$ cat src/rtl/clk_sw_pkg.sv
// Shared types and helpers for the clock-enable channel switch.
package clk_sw_pkg;

  // Switch FSM states: normal capture, one-cycle drain, programmable dead gap
  typedef enum logic [1:0] {
    ACTIVE = 2'd0,
    DRAIN  = 2'd1,
    GAP    = 2'd2
  } sw_state_e;

  // Gap counter width; covers a dead gap of 0..15 cycles
  localparam int CNT_W = 4;

  // Bit offset of channel idx inside a packed per-channel data bus
  function automatic int unsigned chan_lsb(input int unsigned idx, input int unsigned width);
    return idx * width;
  endfunction

endpackage

$ cat src/rtl/clk_sw_gap_cnt.sv
// Loadable down-counter that times the dead gap between deselect and reselect.
module clk_sw_gap_cnt
  import clk_sw_pkg::*;
(
  input  logic             clk,
  input  logic             rst_n,
  input  logic             load,
  input  logic             dec,
  input  logic [CNT_W-1:0] load_val,
  output logic [CNT_W-1:0] value,
  output logic             zero
);

  logic [CNT_W-1:0] cnt_r;

  // Load has priority; decrement saturates at zero so a stray dec cannot wrap
  always_ff @(posedge clk or negedge rst_n) begin
    if (!rst_n) begin
      cnt_r <= {CNT_W{1'b0}};
    end else if (load) begin
      cnt_r <= load_val;
    end else if (dec && (cnt_r != {CNT_W{1'b0}})) begin
      cnt_r <= cnt_r - {{(CNT_W-1){1'b0}}, 1'b1};
    end
  end

  assign value = cnt_r;
  assign zero  = (cnt_r == {CNT_W{1'b0}});

endmodule

$ cat src/rtl/clk_en_switch.sv
// Selects one of N_CH enable/data channels and captures its data on enabled
// cycles. Channel changes go through DRAIN and a dead GAP so no capture ever
// mixes the old and new source.
module clk_en_switch
  import clk_sw_pkg::*;
#(
  parameter int N_CH    = 4,
  parameter int WIDTH   = 8,
  parameter int GAP_CYC = 2
) (
  input  logic                    clk,
  input  logic                    rst_n,
  input  logic                    sel_req,
  input  logic [$clog2(N_CH)-1:0] sel_id,
  input  logic [N_CH-1:0]         en_in,
  input  logic [N_CH*WIDTH-1:0]   data_in,
  output logic [WIDTH-1:0]        data_out,
  output logic                    data_vld,
  output logic [$clog2(N_CH)-1:0] cur_sel,
  output logic                    sel_busy,
  output logic                    switch_done,
  output logic                    sel_err
);

  localparam int SEL_W = $clog2(N_CH);
  localparam logic [CNT_W-1:0] GAP_LOAD = (GAP_CYC > 0) ? CNT_W'(GAP_CYC - 1) : {CNT_W{1'b0}};

  sw_state_e        state_r;
  logic [SEL_W-1:0] pend_r;
  logic             load_s;
  logic             dec_s;
  logic [CNT_W-1:0] cnt_val_s;
  logic             cnt_zero_s;
  logic [WIDTH-1:0] sel_data_s;
  logic             sel_en_s;

  // Mux out the active channel's enable and data using constant slice offsets
  always_comb begin
    sel_data_s = {WIDTH{1'b0}};
    sel_en_s   = 1'b0;
    for (int k = 0; k < N_CH; k++) begin
      if (cur_sel == SEL_W'(k)) begin
        sel_data_s = data_in[chan_lsb(k, WIDTH) +: WIDTH];
        sel_en_s   = en_in[k];
      end else begin
        sel_data_s = sel_data_s;
        sel_en_s   = sel_en_s;
      end
    end
  end

  // Gap counter is loaded in DRAIN and counted down in GAP
  always_comb begin
    load_s = 1'b0;
    dec_s  = 1'b0;
    if (state_r == DRAIN) begin
      load_s = 1'b1;
    end else if (state_r == GAP) begin
      dec_s = 1'b1;
    end else begin
      load_s = 1'b0;
      dec_s  = 1'b0;
    end
  end

  clk_sw_gap_cnt u_gap_cnt (
    .clk      (clk),
    .rst_n    (rst_n),
    .load     (load_s),
    .dec      (dec_s),
    .load_val (GAP_LOAD),
    .value    (cnt_val_s),
    .zero     (cnt_zero_s)
  );

  // Switch FSM with capture path; every output is a register
  always_ff @(posedge clk or negedge rst_n) begin
    if (!rst_n) begin
      state_r     <= ACTIVE;
      pend_r      <= {SEL_W{1'b0}};
      cur_sel     <= {SEL_W{1'b0}};
      data_out    <= {WIDTH{1'b0}};
      data_vld    <= 1'b0;
      sel_busy    <= 1'b0;
      switch_done <= 1'b0;
      sel_err     <= 1'b0;
    end else begin
      data_vld    <= 1'b0;
      switch_done <= 1'b0;
      sel_err     <= 1'b0;
      case (state_r)
        ACTIVE: begin
          // A capture from the old channel and a request in the same cycle are both honoured
          if (sel_en_s) begin
            data_out <= sel_data_s;
            data_vld <= 1'b1;
          end
          if (sel_req) begin
            if (int'(sel_id) >= N_CH) begin
              sel_err <= 1'b1;
            end else if (sel_id == cur_sel) begin
              switch_done <= 1'b1;
            end else begin
              pend_r   <= sel_id;
              state_r  <= DRAIN;
              sel_busy <= 1'b1;
            end
          end
        end
        DRAIN: begin
          if (GAP_CYC == 0) begin
            state_r     <= ACTIVE;
            cur_sel     <= pend_r;
            switch_done <= 1'b1;
            sel_busy    <= 1'b0;
          end else begin
            state_r <= GAP;
          end
        end
        GAP: begin
          // An out-of-range count also ends the gap so the FSM cannot stall
          if (cnt_zero_s || (cnt_val_s > GAP_LOAD)) begin
            state_r     <= ACTIVE;
            cur_sel     <= pend_r;
            switch_done <= 1'b1;
            sel_busy    <= 1'b0;
          end
        end
        default: begin
          state_r  <= ACTIVE;
          sel_busy <= 1'b0;
        end
      endcase
    end
  end

endmodule

$ cat config.mk
export PLATFORM = sky130hd
export DESIGN_NAME = clk_en_switch
export DESIGN_NICKNAME = d
export VERILOG_FILES = /design/src/rtl/clk_sw_pkg.sv /design/src/rtl/clk_sw_gap_cnt.sv /design/src/rtl/clk_en_switch.sv
export SDC_FILE = /design/constraint.sdc
export NUM_CORES = 1
export LEC_CHECK = 0
export CAP_MARGIN = 20
export CELL_PAD_IN_SITES_DETAIL_PLACEMENT = 1
export CELL_PAD_IN_SITES_GLOBAL_PLACEMENT = 2
export CORE_ASPECT_RATIO = 1.25
export CORE_MARGIN = 2
export CORE_UTILIZATION = 28
export DETAILED_ROUTE_END_ITERATION = 8
export MAX_ROUTING_LAYER = met4
export PLACE_DENSITY = 0.91
export REMOVE_ABC_BUFFERS = 1
export SLEW_MARGIN = 30
export SYNTH_ARGS = -nofsm -noshare
export SYNTH_HDL_FRONTEND = slang
export SYNTH_SLANG_ARGS = --single-unit
export TNS_END_PERCENT = 1
$ cat constraint.sdc
create_clock -name clk -period 3.9 [get_ports clk]
set_input_delay 0.975 -clock clk [delete_from_list [all_inputs] [get_ports clk]]
set_output_delay 0.975 -clock clk [all_outputs]
set_load 0.02 [all_outputs]
==> flow_metrics.env, run 1 <==
export IMPL_status="finished, final reports clean"
export IMPL_start_util=0.2856
export IMPL_crit_arrival_ps=1760
export IMPL_clock_sinks=21
export IMPL_yosysMostFrequentCell="dfrtp_1"
export IMPL_synth_ff_type="dfrtp_1"
export IMPL_clkTransAtPathRegs_ps=70
export IMPL_grt_pass1_vias=1081
export IMPL_drc=0
export IMPL_detail_route_first_pass_iterations=4
export IMPL_fmax_mhz=365.1
export IMPL_setup_viol=0
export IMPL_postRouteAntennaNets=0
export IMPL_crit_path_start_kind="flip-flop"
export IMPL_ios=55
export IMPL_tightest_slew_ps=642.2
export IMPL_place_inst=200
export IMPL_fin_crit_sh=0.7023
export IMPL_cts_root_buf="clkbuf_8"
export IMPL_required_ps=2920
export IMPL_dpl_hpwl_um=2442
export IMPL_crit_reg2reg_capture="cur_sel[0]"
export IMPL_worst_slack_ps=1161
export IMPL_gp_congestion=0.7542
export IMPL_tritoncts="yes"
export IMPL_ys_ff_latch=21
export IMPL_cap_violations=0
export IMPL_clk_latency_ps=260
export IMPL_ys_warn_count=0
export IMPL_power_density_nw_per_um2=708.5
export IMPL_grt_max_degree=22
export IMPL_core_area_um2=4324
export IMPL_netlist_top_cells_area="dfrtp_1 (43%), mux4_1 (15%), mux2_2 (11%)"
export IMPL_setup_tns_ps=0
export IMPL_io_buffers=53
export IMPL_reg2reg_from="u_gap_cnt.value[0]"
export IMPL_post_dp_cell_area_um2=1808
export IMPL_areaGrowthSynthToFinish_pct=49.65
export IMPL_die_h_um=78.25
export IMPL_hold_path_class="flip-flop to flip-flop"
export IMPL_min_delay_start="pend_r[0]"
export IMPL_relSlewSlack=0.5658
export IMPL_die_x_um=63.40
export IMPL_crit_slowest_cell="dfrtp_1"
export IMPL_rsz0062_at_grt="no"
export IMPL_crit_path_end_kind="primary output"
export IMPL_via_per_inst=4.907
export IMPL_clockBufferDepth=2
export IMPL_peakVddDrop_mv=0.2243
export IMPL_p_total_uw=1309
export IMPL_nets=190
export IMPL_synth_edf_count=0
export IMPL_synth_area_leader_cell="dfrtp_1"
export IMPL_crit_fanout=13
export IMPL_post_cts_buffers=0
export IMPL_fin_cells=204
export IMPL_cts_buffers=3
export IMPL_grt_pass1_wl_um=4974
export IMPL_slew_violations=0
export IMPL_cts_resized=0
export IMPL_hold_buffers=0
export IMPL_max_stage_delay_ps=770
export IMPL_netlist_area_um2=1235
export IMPL_antenna_cells=0
export IMPL_layout_drive_gt1_share=0.1438
export IMPL_antenna_found_initial=0
export IMPL_async_flop_share=1.000
export IMPL_r2r_slack_ps=2010
export IMPL_path_buf_inv=1
export IMPL_synth_top_cell_area_share=0.4255
export IMPL_synth_cells=93
export IMPL_drt_initial_drc_count=15
export IMPL_fin_area_um2=1848
export IMPL_route_vias_total=1001
export IMPL_layout_min_cycle_time_ps=2739
export IMPL_p_leak_uw=0.0007427
export IMPL_wl_per_cell_um=14.88
export IMPL_r2r_cells=5
export IMPL_crit_chain="clkdlybuf4s50_1"
export IMPL_hold_end="cur_sel[0]"
export IMPL_grt_use_total=0.1303
export IMPL_dpl_worst_slack_ps=1399
export IMPL_whs_path_depth=1
export IMPL_cp_top_family="flip-flops"
export IMPL_htree_levels=1
export IMPL_syn_avg_cell_area_um2=13.28
export IMPL_die_area_um2=4961
export IMPL_clock_skew_ps=4.286
export IMPL_wl_um=3035
export IMPL_critPathKind="flip-flop to primary output"
export IMPL_rows=27
export IMPL_synthTopCellsByCount="dfrtp_1 (21), mux2_2 (12), mux4_1 (7), inv_1 (5), nand2b_1 (5)"
export IMPL_yosysSeqAreaShare=0.4255
export IMPL_grt_overflow_total=0
export IMPL_synth_cell_type_count=35
export IMPL_hold_viol_final=0
worst max-delay path by stage:
stage | from | to | cells past startpoint
floorplan | sel_id[0] | pend_r[0] | 3
global placement | sel_id[0] | pend_r[0] | 4
detailed placement | sel_id[0] | pend_r[1] | 4
CTS | cur_sel[0] | cur_sel[0] | 1
global route | cur_sel[0] | cur_sel[0] | 1
finish | cur_sel[0] | cur_sel[0] | 1
cell type report:
type                       instances  area [um2]
clock buffer                       4       45.04
fill                             506        2476
inverter                           5       18.77
multi-input combinational         62       653.1
sequential                        21       525.5
tap                               58       72.57
timing repair buffer              54       533.0
metal layers:
metal  share of wire  global-route usage  up-vias  wire (um)
li1                -                   -      456          -
met1            0.37              0.1374      505       1126
met2            0.56              0.2432       36       1705
met3           0.056             0.02579        4        169
met4           0.011             0.03913        0         34
met5               0                   -        -          0
cell families after synthesis:
| group | Yosys count | share of synthesized area |
|---|---|---|
| flops | 21 | 0.4255 |
| other cells | 1 | 0.003037 |
| xor+xnor | 2 | 0.01419 |
| buf+inv | 10 | 0.04559 |
| simple gates | 21 | 0.1023 |
| fa+ha+maj | 2 | 0.02026 |
| mux | 23 | 0.3009 |
| compound gates | 13 | 0.08815 |
cells in the final DEF, fill, tap and decap left out, types with 2 or more instances in the layout:
cell	netlist	layout
nand2b_1	5	5
dfrtp_1	21	21
nor3_1	2	2
clkbuf_8	0	3
ha_1	2	2
nand2_1	4	4
xnor2_1	2	2
mux2i_1	3	3
clkdlybuf4s50_1	0	52
nand3b_1	2	2
o21ai_0	3	3
mux2_2	12	12
inv_1	5	5
mux4_1	7	7
report_power, final:
| part | switching (uW) | internal [uW] |
|---|---|---|
| clock | 67.3 | 72.7 |
| combinational | 305 | 423 |
| sequential | 120 | 321 |
| total | 493 | 817 |
sequential cells by signal, summed over array words and instances (netlist names):
signal / count
sel_busy: 1
data_vld: 1
state_r: 2
data_out: 8
pend_r: 2
cur_sel: 2
u_gap_cnt.value: 4
switch_done: 1
metrics by stage:
stage,util,hold WS [ps]
6_report,0.4274,507.5
2_1_floorplan,-,473.6
3_3_place_gp,0.4181,491.6
5_1_grt,0.4274,524.2
3_5_place_dp,0.4181,492.0
4_1_cts,0.4285,510.0
Power figures use the tool's default switching activity.
==> run 2, diff against run 1 <==
Settings changed: CORE_UTILIZATION 28 to 23, PLACE_DENSITY 0.91 to 0.81.
Clock period 3.9 ns to 2.25 ns, I/O delays scaled along.
==> run 2 against run 1 <==
  * Sequential power increased by 67%
  * Clock power grew 73%
  * Core utilization is 6.0 points lower
  * Clock-buffer cell count decreased by 1
  * Sequential share of layout area shrank 0.51 points
  * Worst hold slack better by 9.2 ps
  * Critical path depth stayed put
  * Non-clock buffer count rose by 3
  * Combinational power grew 85%
  * Critical endpoint is now cur_sel[1]
  * Highest routed layer unchanged
==> flow_metrics.env, run 2 (same netlist as run 1, synthesis figures left out) <==
export IMPL_start_util=0.2414
export IMPL_route_vias_total=1004
export IMPL_hold_path_class="flip-flop to flip-flop"
export IMPL_die_area_um2=5975
export IMPL_die_x_um=69.54
export IMPL_post_cts_buffers=0
export IMPL_grt_pass1_wl_um=5444
export IMPL_required_ps=1690
export IMPL_dpl_hpwl_um=2626
export IMPL_hold_viol_final=0
export IMPL_intPower_uw=1448
export IMPL_critPathKind="flip-flop to primary output"
export IMPL_clockBufferDepth=2
export IMPL_peakVddDrop_mv=0.5463
export IMPL_fin_crit_sh=0.8574
export IMPL_layout_drive_gt1_share=0.1611
export IMPL_seqPwrFrac=0.317
export IMPL_netSwitchingFraction=0.3790
export IMPL_via_per_inst=4.758
export IMPL_final_common_cell="clkdlybuf4s50_1"
export IMPL_grt_max_degree=22
export IMPL_io_buffers=53
export IMPL_status="finished, final reports clean"
export IMPL_path_buf_inv=1
export IMPL_setup_viol=0
export IMPL_grt_use_total=0.1152
export IMPL_cts_buffers=3
export IMPL_grt_pass1_vias=1175
export IMPL_power_density_nw_per_um2=1239
export IMPL_detail_route_first_pass_iterations=4
export IMPL_cts_resized=0
export IMPL_crit_slowest_cell="clkdlybuf4s50_1"
export IMPL_antenna_found_initial=0
export IMPL_max_stage_delay_ps=650
export IMPL_slew_violations=0
export IMPL_cap_violations=0
export IMPL_clkPwrFrac=0.104
export IMPL_wl_um=3171
export IMPL_htree_levels=1
export IMPL_clock_skew_ps=2.827
export IMPL_crit_chain="clkdlybuf4s50_1"
export IMPL_p_comb_frac=0.580
export IMPL_clk_latency_ps=260
export IMPL_place_inst=207
export IMPL_nets=193
export IMPL_gp_congestion=0.7257
export IMPL_die_h_um=85.93
export IMPL_p_total_uw=2331
export IMPL_rsz0062_at_grt="no"
export IMPL_largest_register="data_out"
export IMPL_fin_cells=211
export IMPL_postRouteAntennaNets=0
export IMPL_crit_arrival_ps=1370
export IMPL_largest_reg_flops=8
export IMPL_crit_path_start_kind="flip-flop"
export IMPL_ios=55
export IMPL_final_cell_mix="clkdlybuf4s50_1 (53), dfrtp_1 (21), mux2_2 (12)"
export IMPL_p_leak_uw=0.0007600
export IMPL_cp_top_family="buffers and inverters"
export IMPL_fmax_mhz=518.4
export IMPL_layout_min_cycle_time_ps=1929
export IMPL_tritoncts="yes"
export IMPL_areaGrowthSynthToFinish_pct=52.38
export IMPL_crit_fanout=6
export IMPL_core_area_um2=5116
export IMPL_drc=0
export IMPL_antenna_cells=0
export IMPL_clkTransAtPathRegs_ps=80
export IMPL_hold_buffers=0
export IMPL_setup_tns_ps=0
export IMPL_clock_sinks=21
export IMPL_fin_util=0.3678
export IMPL_wl_per_cell_um=15.03
export IMPL_rows=29
export IMPL_grt_overflow_total=0
export IMPL_switching_power_uw=883.3
export IMPL_drt_initial_drc_count=8
export IMPL_cts_root_buf="clkbuf_8"
export IMPL_crit_path_end_kind="primary output"
## run 2: cell count changes in the layout (fill, tap and decap cells not counted), sizes merged
cell | before | now
buf | 2 | 4
clkdlybuf4s50 | 52 | 53
clkinv | 0 | 1
clkbuf | 4 | 3
## run 2: path summary, 6_finish.rpt
path                                   from          end  slack, ps  cells past startpoint
worst min-delay path            data_out[2]  data_out[2]        520                      1
worst max-delay path             cur_sel[1]   cur_sel[1]        320                      1
max in group asynchronous             rst_n     data_vld       1390                      2
worst min register to register  data_out[2]  data_out[2]        520                      1
worst max register to register   state_r[0]  data_out[1]        410                      3
min in group asynchronous             rst_n    pend_r[1]        640                      2
## run 2: layout make-up
type                    instances  area (um2)
multi-input cells              62       653.1
well taps                      62       77.57
clock inverters                 1       5.005
flip-flops and latches         21       525.5
clock buffers                   3       41.29
inverters                       5       18.77
repair buffers                 57       560.5
fillers                       560        3234
## run 2: metrics by stage
step	setup WS (ps)	hold WS, ps	cell area [um2]
final	321.0	516.7	1882
after global routing	240.7	531.7	1882
after CTS	313.4	521.0	1882
after detailed placement	181.4	494.9	1836
after global placement	228.6	486.5	1836
after floorplan	491.7	266.9	1197
## run 2: power by group through the flow
stage | Sequential (uW) | Clock [uW] | Combinational [uW]
finish | 738 | 242 | 1350
global route | 775 | 268 | 1460
floorplan | 877 | 0 | 672
detailed placement | 743 | 0 | 1360
CTS | 741 | 253 | 1370
global placement | 724 | 0 | 1310
## run 2: layer usage
| metal | track usage | share of wire | up-vias |
|---|---|---|---|
| li1 | - | - | 460 |
| met1 | 0.1316 | 0.40 | 496 |
| met2 | 0.2133 | 0.53 | 46 |
| met3 | 0.01528 | 0.063 | 2 |
| met4 | 0.02674 | 0.0044 | 0 |
| met5 | - | 0 | - |
